$ cat src/rtl/tri_thold_seq.sv
// tri_thold_seq: clock-control sequencer for the LCB control macros.
// Releases and re-asserts per-domain thold one domain at a time, spaced by
// STAGGER cycles, and walks the scan gate through a settle window on the
// way into and out of scan mode. Every output comes straight from a flop.
module tri_thold_seq #(
  parameter int NUM_DOM = 4,
  parameter int STAGGER = 2,
  parameter int SG_DLY  = 4
) (
  input  logic               clk,
  input  logic               rst,
  input  logic               start_req,
  input  logic               stop_req,
  input  logic               scan_req,
  output logic [0:NUM_DOM-1] thold,
  output logic               sg,
  output logic               stopped,
  output logic               running,
  output logic               scan_active,
  output logic               busy,
  output logic               done,
  output logic               req_err
);

  localparam int MAX_DLY = (STAGGER > SG_DLY) ? STAGGER : SG_DLY;
  localparam int CW      = $clog2(MAX_DLY + 1);
  localparam int IW      = $clog2(NUM_DOM + 1);

  localparam logic [CW-1:0] STAGGER_C = CW'(STAGGER);
  localparam logic [CW-1:0] SG_DLY_C  = CW'(SG_DLY);
  localparam logic [IW-1:0] LAST_IDX  = IW'(NUM_DOM - 1);

  typedef enum logic [2:0] {
    ST_STOPPED,
    ST_STARTING,
    ST_RUNNING,
    ST_STOPPING,
    ST_SG_ON,
    ST_SCAN,
    ST_SG_OFF
  } state_t;

  state_t             state, state_nxt;
  logic [CW-1:0]      cnt, cnt_nxt;
  logic [IW-1:0]      idx, idx_nxt;
  logic [0:NUM_DOM-1] thold_nxt;
  logic               sg_nxt;
  logic               done_nxt;
  logic               err_nxt;

  // Next-state, counter, thold/sg and pulse decode; idx counts released domains.
  always_comb begin
    state_nxt = state;
    cnt_nxt   = cnt;
    idx_nxt   = idx;
    thold_nxt = thold;
    sg_nxt    = sg;
    done_nxt  = 1'b0;
    err_nxt   = 1'b0;
    case (state)
      ST_STOPPED: begin
        if (stop_req) begin
          state_nxt = ST_STOPPED;
        end else if (scan_req) begin
          state_nxt = ST_SG_ON;
          cnt_nxt   = SG_DLY_C;
        end else if (start_req) begin
          state_nxt = ST_STARTING;
          cnt_nxt   = STAGGER_C;
          idx_nxt   = '0;
        end
      end
      ST_STARTING: begin
        if (stop_req) begin
          state_nxt = ST_STOPPING;
          cnt_nxt   = STAGGER_C;
        end else begin
          err_nxt = scan_req | start_req;
          if (cnt <= 1) begin
            for (int k = 0; k < NUM_DOM; k++) begin
              if (k == int'(idx)) thold_nxt[k] = 1'b0;
            end
            idx_nxt = idx + 1'b1;
            cnt_nxt = STAGGER_C;
            if (idx == LAST_IDX) begin
              state_nxt = ST_RUNNING;
              done_nxt  = 1'b1;
            end
          end else begin
            cnt_nxt = cnt - 1'b1;
          end
        end
      end
      ST_RUNNING: begin
        if (stop_req) begin
          state_nxt = ST_STOPPING;
          cnt_nxt   = STAGGER_C;
        end else begin
          err_nxt = scan_req | start_req;
        end
      end
      ST_STOPPING: begin
        err_nxt = ~stop_req & (scan_req | start_req);
        if (idx == '0) begin
          state_nxt = ST_STOPPED;
          done_nxt  = 1'b1;
        end else if (cnt <= 1) begin
          for (int k = 0; k < NUM_DOM; k++) begin
            if (k == int'(idx) - 1) thold_nxt[k] = 1'b1;
          end
          idx_nxt = idx - 1'b1;
          cnt_nxt = STAGGER_C;
          if (idx == IW'(1)) begin
            state_nxt = ST_STOPPED;
            done_nxt  = 1'b1;
          end
        end else begin
          cnt_nxt = cnt - 1'b1;
        end
      end
      ST_SG_ON: begin
        if (!scan_req) begin
          state_nxt = ST_SG_OFF;
          cnt_nxt   = SG_DLY_C;
        end else if (cnt <= 1) begin
          state_nxt = ST_SCAN;
          sg_nxt    = 1'b1;
          done_nxt  = 1'b1;
          cnt_nxt   = '0;
        end else begin
          cnt_nxt = cnt - 1'b1;
        end
      end
      ST_SCAN: begin
        if (!scan_req) begin
          state_nxt = ST_SG_OFF;
          sg_nxt    = 1'b0;
          cnt_nxt   = SG_DLY_C;
        end else begin
          err_nxt = ~stop_req & start_req;
        end
      end
      ST_SG_OFF: begin
        sg_nxt = 1'b0;
        if (cnt <= 1) begin
          state_nxt = ST_STOPPED;
          done_nxt  = 1'b1;
          cnt_nxt   = '0;
        end else begin
          cnt_nxt = cnt - 1'b1;
        end
      end
      default: begin
        state_nxt = ST_STOPPED;
        thold_nxt = '1;
        sg_nxt    = 1'b0;
        cnt_nxt   = '0;
        idx_nxt   = '0;
      end
    endcase
  end

  // State, counters and all outputs registered; reset forces the safe idle values.
  always_ff @(posedge clk) begin
    if (rst) begin
      state       <= ST_STOPPED;
      cnt         <= '0;
      idx         <= '0;
      thold       <= '1;
      sg          <= 1'b0;
      stopped     <= 1'b1;
      running     <= 1'b0;
      scan_active <= 1'b0;
      busy        <= 1'b0;
      done        <= 1'b0;
      req_err     <= 1'b0;
    end else begin
      state       <= state_nxt;
      cnt         <= cnt_nxt;
      idx         <= idx_nxt;
      thold       <= thold_nxt;
      sg          <= sg_nxt;
      stopped     <= (state_nxt == ST_STOPPED);
      running     <= (state_nxt == ST_RUNNING);
      scan_active <= (state_nxt == ST_SCAN);
      busy        <= (state_nxt == ST_STARTING) || (state_nxt == ST_STOPPING) ||
                     (state_nxt == ST_SG_ON)    || (state_nxt == ST_SG_OFF);
      done        <= done_nxt;
      req_err     <= err_nxt;
    end
  end

endmodule

$ cat config.mk
export PLATFORM = sky130hd
export DESIGN_NAME = tri_thold_seq
export DESIGN_NICKNAME = d
export VERILOG_FILES = /design/src/rtl/tri_thold_seq.sv
export SDC_FILE = /design/constraint.sdc
export NUM_CORES = 1
export LEC_CHECK = 0
export CORE_MARGIN = 8
export CORE_UTILIZATION = 50
export DETAILED_ROUTE_END_ITERATION = 12
export GPL_TIMING_DRIVEN = 1
export PLACE_DENSITY = 0.75
export RECOVER_POWER = 100
export SLEW_MARGIN = 40
export SYNTH_ARGS = -nofsm -noshare
export SYNTH_HDL_FRONTEND = slang
export SYNTH_SLANG_ARGS = --single-unit
export TNS_END_PERCENT = 30
$ cat constraint.sdc
create_clock -name clk -period 4.95 [get_ports clk]
set_input_delay 0.7425 -clock clk [delete_from_list [all_inputs] [get_ports clk]]
set_output_delay 0.7425 -clock clk [all_outputs]
set_load 0.005 [all_outputs]
==> impl_metrics.csv, run 1 <==
group,metric,value,unit
outcome,status,"finished clean",
critical_path,startpoint,"scan_req",
grt,overflow,0,
sta,tns,0,ns
die,die_w,70.64,um
sta,worst_slack,2.589,ns
synthesis,syn-mean-instance-area,8.247,um^2
layout,nets,203,
layout,ff_latch_area,402.9,um^2
detailed_routing,wl,3608,um
detailed_routing,initialDrtViolationCount,179,
synthesis,synth_edf_count,0,
layout,drive_above_1_share,8.511,%
power,ir_drop,0.1612,mV
layout,mostFrequentLayoutCells,"18 x dfxtp_1, 13 x nand2_1, 13 x dlygate4sd3_1",
clock_network,cts.sinks,20,
clock_network,clk_pin_slew,0.11,ns
critical_path,cp_slowest_cell,"dlygate4sd3_1",
synthesis,synth_largest_area_cell,"dfxtp_1",
power,p_leak,0.0006202,uW
layout,fillerInstances,281,
critical_path,path_cells,"dlygate4sd3_1, and3_1, a21oi_1, a2bb2oi_1, mux2i_1, nor2_1",
die,design.portCount,16,
detailed_routing,wl_per_cell,16.33,um
synthesis,synthArstFlopShare,0,%
critical_path,path_class,"primary input to flip-flop",
placement,post-place-ws,2.458,ns
layout,final_common_cell,"dfxtp_1",
clock_network,cts_made_buffers,3,
sta,clock_skew,0.001333,ns
critical_path,slowest_delay,0.68,ns
synthesis,syn_area,1493,um^2
layout,syn_to_final_growth,9.891,%
critical_path,worstPathArrival,2.56,ns
critical_path,critPathMaxFanout,11,
die,initial_utilization,50.55,%
clock_network,clockBufferDepth,2,
sta,min_period,2.361,ns
worst_hold_path,hold_class,"flip-flop to flip-flop",
sta,rsz0062_at_grt,"no",
power,cellPowerDensity,317.0,nW/um^2
grt,grt_pass1_vias,1288,
grt,grt_pass1_wl,6044,um
clock_network,cts_setup_buffers,0,
synthesis,yosysSeqAreaShare,26.82,%
detailed_routing,num_vias,1392,
clock_network,post_cts_resized,0,
layout,antennaDiodeCount,0,
die,die_area,4990,um^2
synthesis,synthTopCellsByArea,"dfxtp_1 27%, ha_1 7.5%, a21oi_1 3.7%",
die,coreArea,2953,um^2
placement,place_congestion,0.9598,
grt,grtUsageTotal,14.69,%
critical_path,r2r_start,"idx[0]$_SDFFE_PP0P_",
grt,grt_max_degree,34,
sta,slew_headroom,57.93,%
synthesis,synth.distinct_cells,60,
die,rows,20,
sta,slew_viol_final,0,
clock_network,ctsHoldBuffers,0,
clock_network,cts_tree,"done",
critical_path,end_kind,"flip-flop",
sta,max_freq,423.6,MHz
placement,dp_hpwl,2569,um
synthesis,ys.warnings.count,0,
detailed_routing,drc,0,
grt,antenna_found_initial,0,
synthesis,synth_top_area_share,26.82,%
detailed_routing,first_pass_iters,4,
critical_path,rrSetupSlack,2.84,ns
synthesis,syn_inst,181,
detailed_routing,viasPerCell,6.299,
clock_network,clk_latency,0.31,ns
clock_network,cts-root-buf,"clkbuf_4",
die,die_h,70.64,um
clock_network,cts_max_level,1,
detailed_routing,ant_nets,0,
sta,setup_violations,0,
flow_run,max_cap_violations,0,
sta,hold_viol,0,
layout,finalCoreUtilization,55.55,%
worst_hold_path,hold_start,"sg$_SDFFE_PP0P_",
synthesis,syn-num-nets,195,
layout,multi_input_area,968.4,um^2
critical_path,worstSetupStartpointType,"primary input",
placement,numPortBuffers,15,
sta,worstMarginPinSlew,0.6301,ns
critical_path,crit_required,5.15,ns
synthesis,synth-seq-cells,20,
synthesis,synth_top_flop_cell,"dfxtp_1",
sta,period_share,47.70,%
==> routing by layer <==
metal  routed length, um  GRT usage, %
met5                   0             0
met4                  72         5.081
met3                 293         2.825
met1                1598         19.71
met2                1644         22.68
==> cells in the mapped netlist (all sizes together) (2+ instances only) <==
library cell / count
o22ai: 2
dfxtp: 20
a31oi: 4
nand2: 13
nand3: 7
xnor2: 2
o211ai: 5
ha: 9
and3: 2
or2: 2
nand2b: 6
o21ai: 6
a211oi: 3
buf: 11
nor2b: 7
o32ai: 2
nand3b: 4
o31ai: 5
a21oi: 12
mux2i: 3
o21bai: 2
nor3: 6
nor2: 12
a22oi: 2
inv: 10
==> registers in the layout, summed over array words and instances (netlist names) <==
register     flops
thold            4
scan_active      1
sg               1
busy             1
running          1
idx              3
done             1
state            3
cnt              3
req_err          1
stopped          1
==> worst max-delay path: cells and delay by family <==
| family | cells | cell delay [ns] |
|---|---|---|
| buffers and inverters | 1 | 0.68 |
| AOI/OAI and AO/OA | 2 | 0.59 |
| and+or+nand+nor | 2 | 0.29 |
| muxes | 1 | 0.25 |
==> metrics by stage <==
step | cells | cell area, um^2 | total power, uW | hold slack [ns]
detailed placement | 217 | 1618 | 427.8 | 0.4677
finish | 221 | 1640 | 520.0 | 0.4941
global placement | 217 | 1617 | 423.6 | 0.4568
CTS | 221 | 1654 | 524.7 | 0.4990
global route | 221 | 1640 | 553.5 | 0.5271
floorplan | 181 | 1493 | 379.0 | 0.4647
==> path summary, 6_finish.rpt <==
check,endpoint,depth (start not counted)
setup / recovery,cnt[0]$_SDFFE_PP0P_,6
setup reg to reg,thold[2]$_SDFFE_PP1P_,7
hold / removal,sg$_SDFFE_PP0P_,2
hold reg to reg,sg$_SDFFE_PP0P_,2
==> cells by family after synthesis <==
family,synth area share [%]
fa+ha+maj,7.544
buf+inv,7.292
mux,2.012
simple gates,25.06
xor+xnor,1.761
compound gates,29.51
flops,26.82
==> where the power goes <==
part	total, uW	internal (uW)	switching [uW]
logic	198	87.5	110
registers	224	180	43.9
clock network	98.1	45.0	53.1
==> area by class of cell <==
| class | instances | area share [%] |
|---|---|---|
| Inverter | 11 | 2.517 |
| Clock buffer | 4 | 2.212 |
| Multi-Input combinational cell | 138 | 59.04 |
| Sequential cell | 20 | 24.56 |
| Timing Repair Buffer | 15 | 9.153 |
| Tap cell | 33 | 2.517 |
Note: power is estimated with default switching activity, not from simulation.
==> inputs of run 2 (changes only) <==
--- a/config.mk
+++ b/config.mk
@@ -9,7 +9,7 @@
 export CORE_UTILIZATION = 50
 export DETAILED_ROUTE_END_ITERATION = 12
 export GPL_TIMING_DRIVEN = 1
-export PLACE_DENSITY = 0.75
+export PLACE_DENSITY = 0.78
 export RECOVER_POWER = 100
 export SLEW_MARGIN = 40
 export SYNTH_ARGS = -nofsm -noshare
==> constraint.sdc (replaced) <==
create_clock -name clk -period 2.1 [get_ports clk]
set_input_delay 0.315 -clock clk [delete_from_list [all_inputs] [get_ports clk]]
set_output_delay 0.315 -clock clk [all_outputs]
set_load 0.005 [all_outputs]
==> run 2 against run 1 <==
  * Register-to-register slack worse by 2.7 ns
  * First-iteration DRC count unchanged
  * Clock-buffer cell count stayed put
  * Final cell count up 4.1%
==> impl_metrics.csv, run 2 (synthesized netlist as in run 1, its figures left out) <==
group,metric,value,unit
critical_path,slowest_delay,0.42,ns
sta,worst_slack,0.1427,ns
clock_network,cts-root-buf,"clkbuf_4",
placement,post-place-ws,0.1082,ns
clock_network,clk_pin_slew,0.12,ns
power,cellPowerDensity,742.2,nW/um^2
critical_path,cp_slowest_cell,"dfxtp_1",
layout,fillerInstances,274,
sta,min_period,1.957,ns
grt,grt_max_degree,23,
power,p_sw_share,40.46,%
layout,mostFrequentLayoutCells,"19 x dfxtp_1, 13 x nand2_1, 11 x nor2_1, 11 x a21oi_1, 11 x dlygate4sd3_1",
detailed_routing,first_pass_iters,4,
power,power.internal,751.3,uW
sta,clock_skew,0.01610,ns
die,design.portCount,16,
sta,slew_viol_final,0,
detailed_routing,viasPerCell,6.270,
sta,rsz0062_at_grt,"no",
critical_path,path_cells,"inv_1, ha_1, o21ba_1, nor3_1, a311oi_2, nand3_1, a21oi_1",
detailed_routing,ant_nets,0,
die,die_w,70.64,um
critical_path,path_class,"flip-flop to flip-flop",
placement,numPortBuffers,15,
power,ir_drop,0.3695,mV
die,initial_utilization,50.55,%
clock_network,cts_tree,"done",
critical_path,crit_required,2.35,ns
placement,dp_hpwl,2767,um
power,pwr-share-clk,19.2,%
critical_path,worstPathArrival,2.20,ns
sta,slew_headroom,52.75,%
layout,drive_above_1_share,11.68,%
grt,grt_pass1_vias,1349,
detailed_routing,wl,3732,um
die,die_area,4990,um^2
power,combinationalPowerShare,41.8,%
sta,max_freq,510.9,MHz
clock_network,cts_made_buffers,3,
detailed_routing,initialDrtViolationCount,179,
worst_hold_path,hold_class,"flip-flop to flip-flop",
grt,grtUsageTotal,14.69,%
clock_network,clk_latency,0.32,ns
layout,syn_to_final_growth,13.91,%
power,p_leak,0.0006531,uW
layout,antennaDiodeCount,0,
detailed_routing,drc,0,
critical_path,worstSetupStartpointType,"flip-flop",
clock_network,clockBufferDepth,2,
sta,period_share,93.21,%
grt,antenna_found_initial,0,
die,rows,20,
critical_path,end_kind,"flip-flop",
grt,overflow,0,
grt,grt_pass1_wl,6134,um
outcome,status,"finished clean",
sta,setup_violations,0,
die,die_h,70.64,um
flow_run,max_cap_violations,0,
detailed_routing,num_vias,1442,
layout,top_register,"thold",
die,coreArea,2953,um^2
layout,nets,212,
power,share_seq_of_total_power,39.0,%
power,power_switching,510.6,uW
clock_network,ctsHoldBuffers,0,
sta,worstMarginPinSlew,0.7077,ns
clock_network,cts_max_level,1,
clock_network,cts.sinks,20,
sta,hold_viol,0,
layout,finalCoreUtilization,57.58,%
layout,final_common_cell,"dfxtp_1",
layout,largest_reg_flops,4,
placement,place_congestion,0.9177,
critical_path,critPathMaxFanout,5,
detailed_routing,wl_per_cell,16.23,um
sta,tns,0,ns
[run 2: cell count changes in the layout (fill, tap and decap cells not counted), moves of 2 or more]
cell	change
dlygate4sd3_1	-2
buf_4	+7
clkdlybuf4s50_1	+2
clkbuf_1	+2
[run 2: timing repair]
item	CTS	global route
setup endpoints to repair	0	1
resized for setup	0	1
buffers inserted	0	0
[run 2: power groups by stage]
stage               combinational (uW)  sequential, uW  clock, uW
finish                             527             492        243
global route                       569             500        256
floorplan                          437             456          0
CTS                                539             492        242
global placement                   526             499          0
detailed placement                 537             501          0
[run 2: path summary, 6_finish.rpt]
kind	startpoint	end	slack, ns	depth (start not counted)
max	cnt[1]$_SDFFE_PP0P_	stopped$_SDFF_PP1_	0.14	7
min	sg$_SDFFE_PP0P_	sg$_SDFFE_PP0P_	0.48	2
max reg2reg	cnt[1]$_SDFFE_PP0P_	stopped$_SDFF_PP1_	0.14	7
min reg2reg	sg$_SDFFE_PP0P_	sg$_SDFFE_PP0P_	0.48	2
[run 2: routing by layer]
layer  wire length, um  up-vias  part of all wire [%]  track usage, %
met5                 0        -                     0               0
met4               102        0                   2.7           6.928
li1                  -      692                     -               -
met2              1647       66                    44           22.68
met1              1657      667                    44           18.82
met3               326       17                   8.7           3.249
[run 2: cell type report]
cell class | instances | area, um^2 | area share, %
inverter | 11 | 41.29 | 2.428
clock buffer | 4 | 36.28 | 2.134
sequential | 20 | 401.6 | 23.62
timing repair buffer | 24 | 210.2 | 12.36
tap | 33 | 41.29 | 2.428
multi-input combinational | 138 | 969.7 | 57.03
[run 2: worst max-delay path, delay by kind of cell, from the launching register on]
family / cells / cell delay (ns)
compound gates: 3 / 0.95
fa+ha+maj: 1 / 0.21
buf+inv: 1 / 0.08
flops: 1 / 0.42
simple gates: 2 / 0.23
[run 2: through the flow]
step / cells / area, um^2 / hold WS [ns] / power, uW
after CTS: 230 / 1720 / 0.5015 / 1274
after floorplan: 181 / 1493 / 0.4647 / 893.3
after detailed placement: 226 / 1684 / 0.4683 / 1038
final: 230 / 1700 / 0.4846 / 1262
after global routing: 230 / 1700 / 0.5411 / 1325
after global placement: 226 / 1684 / 0.4717 / 1025
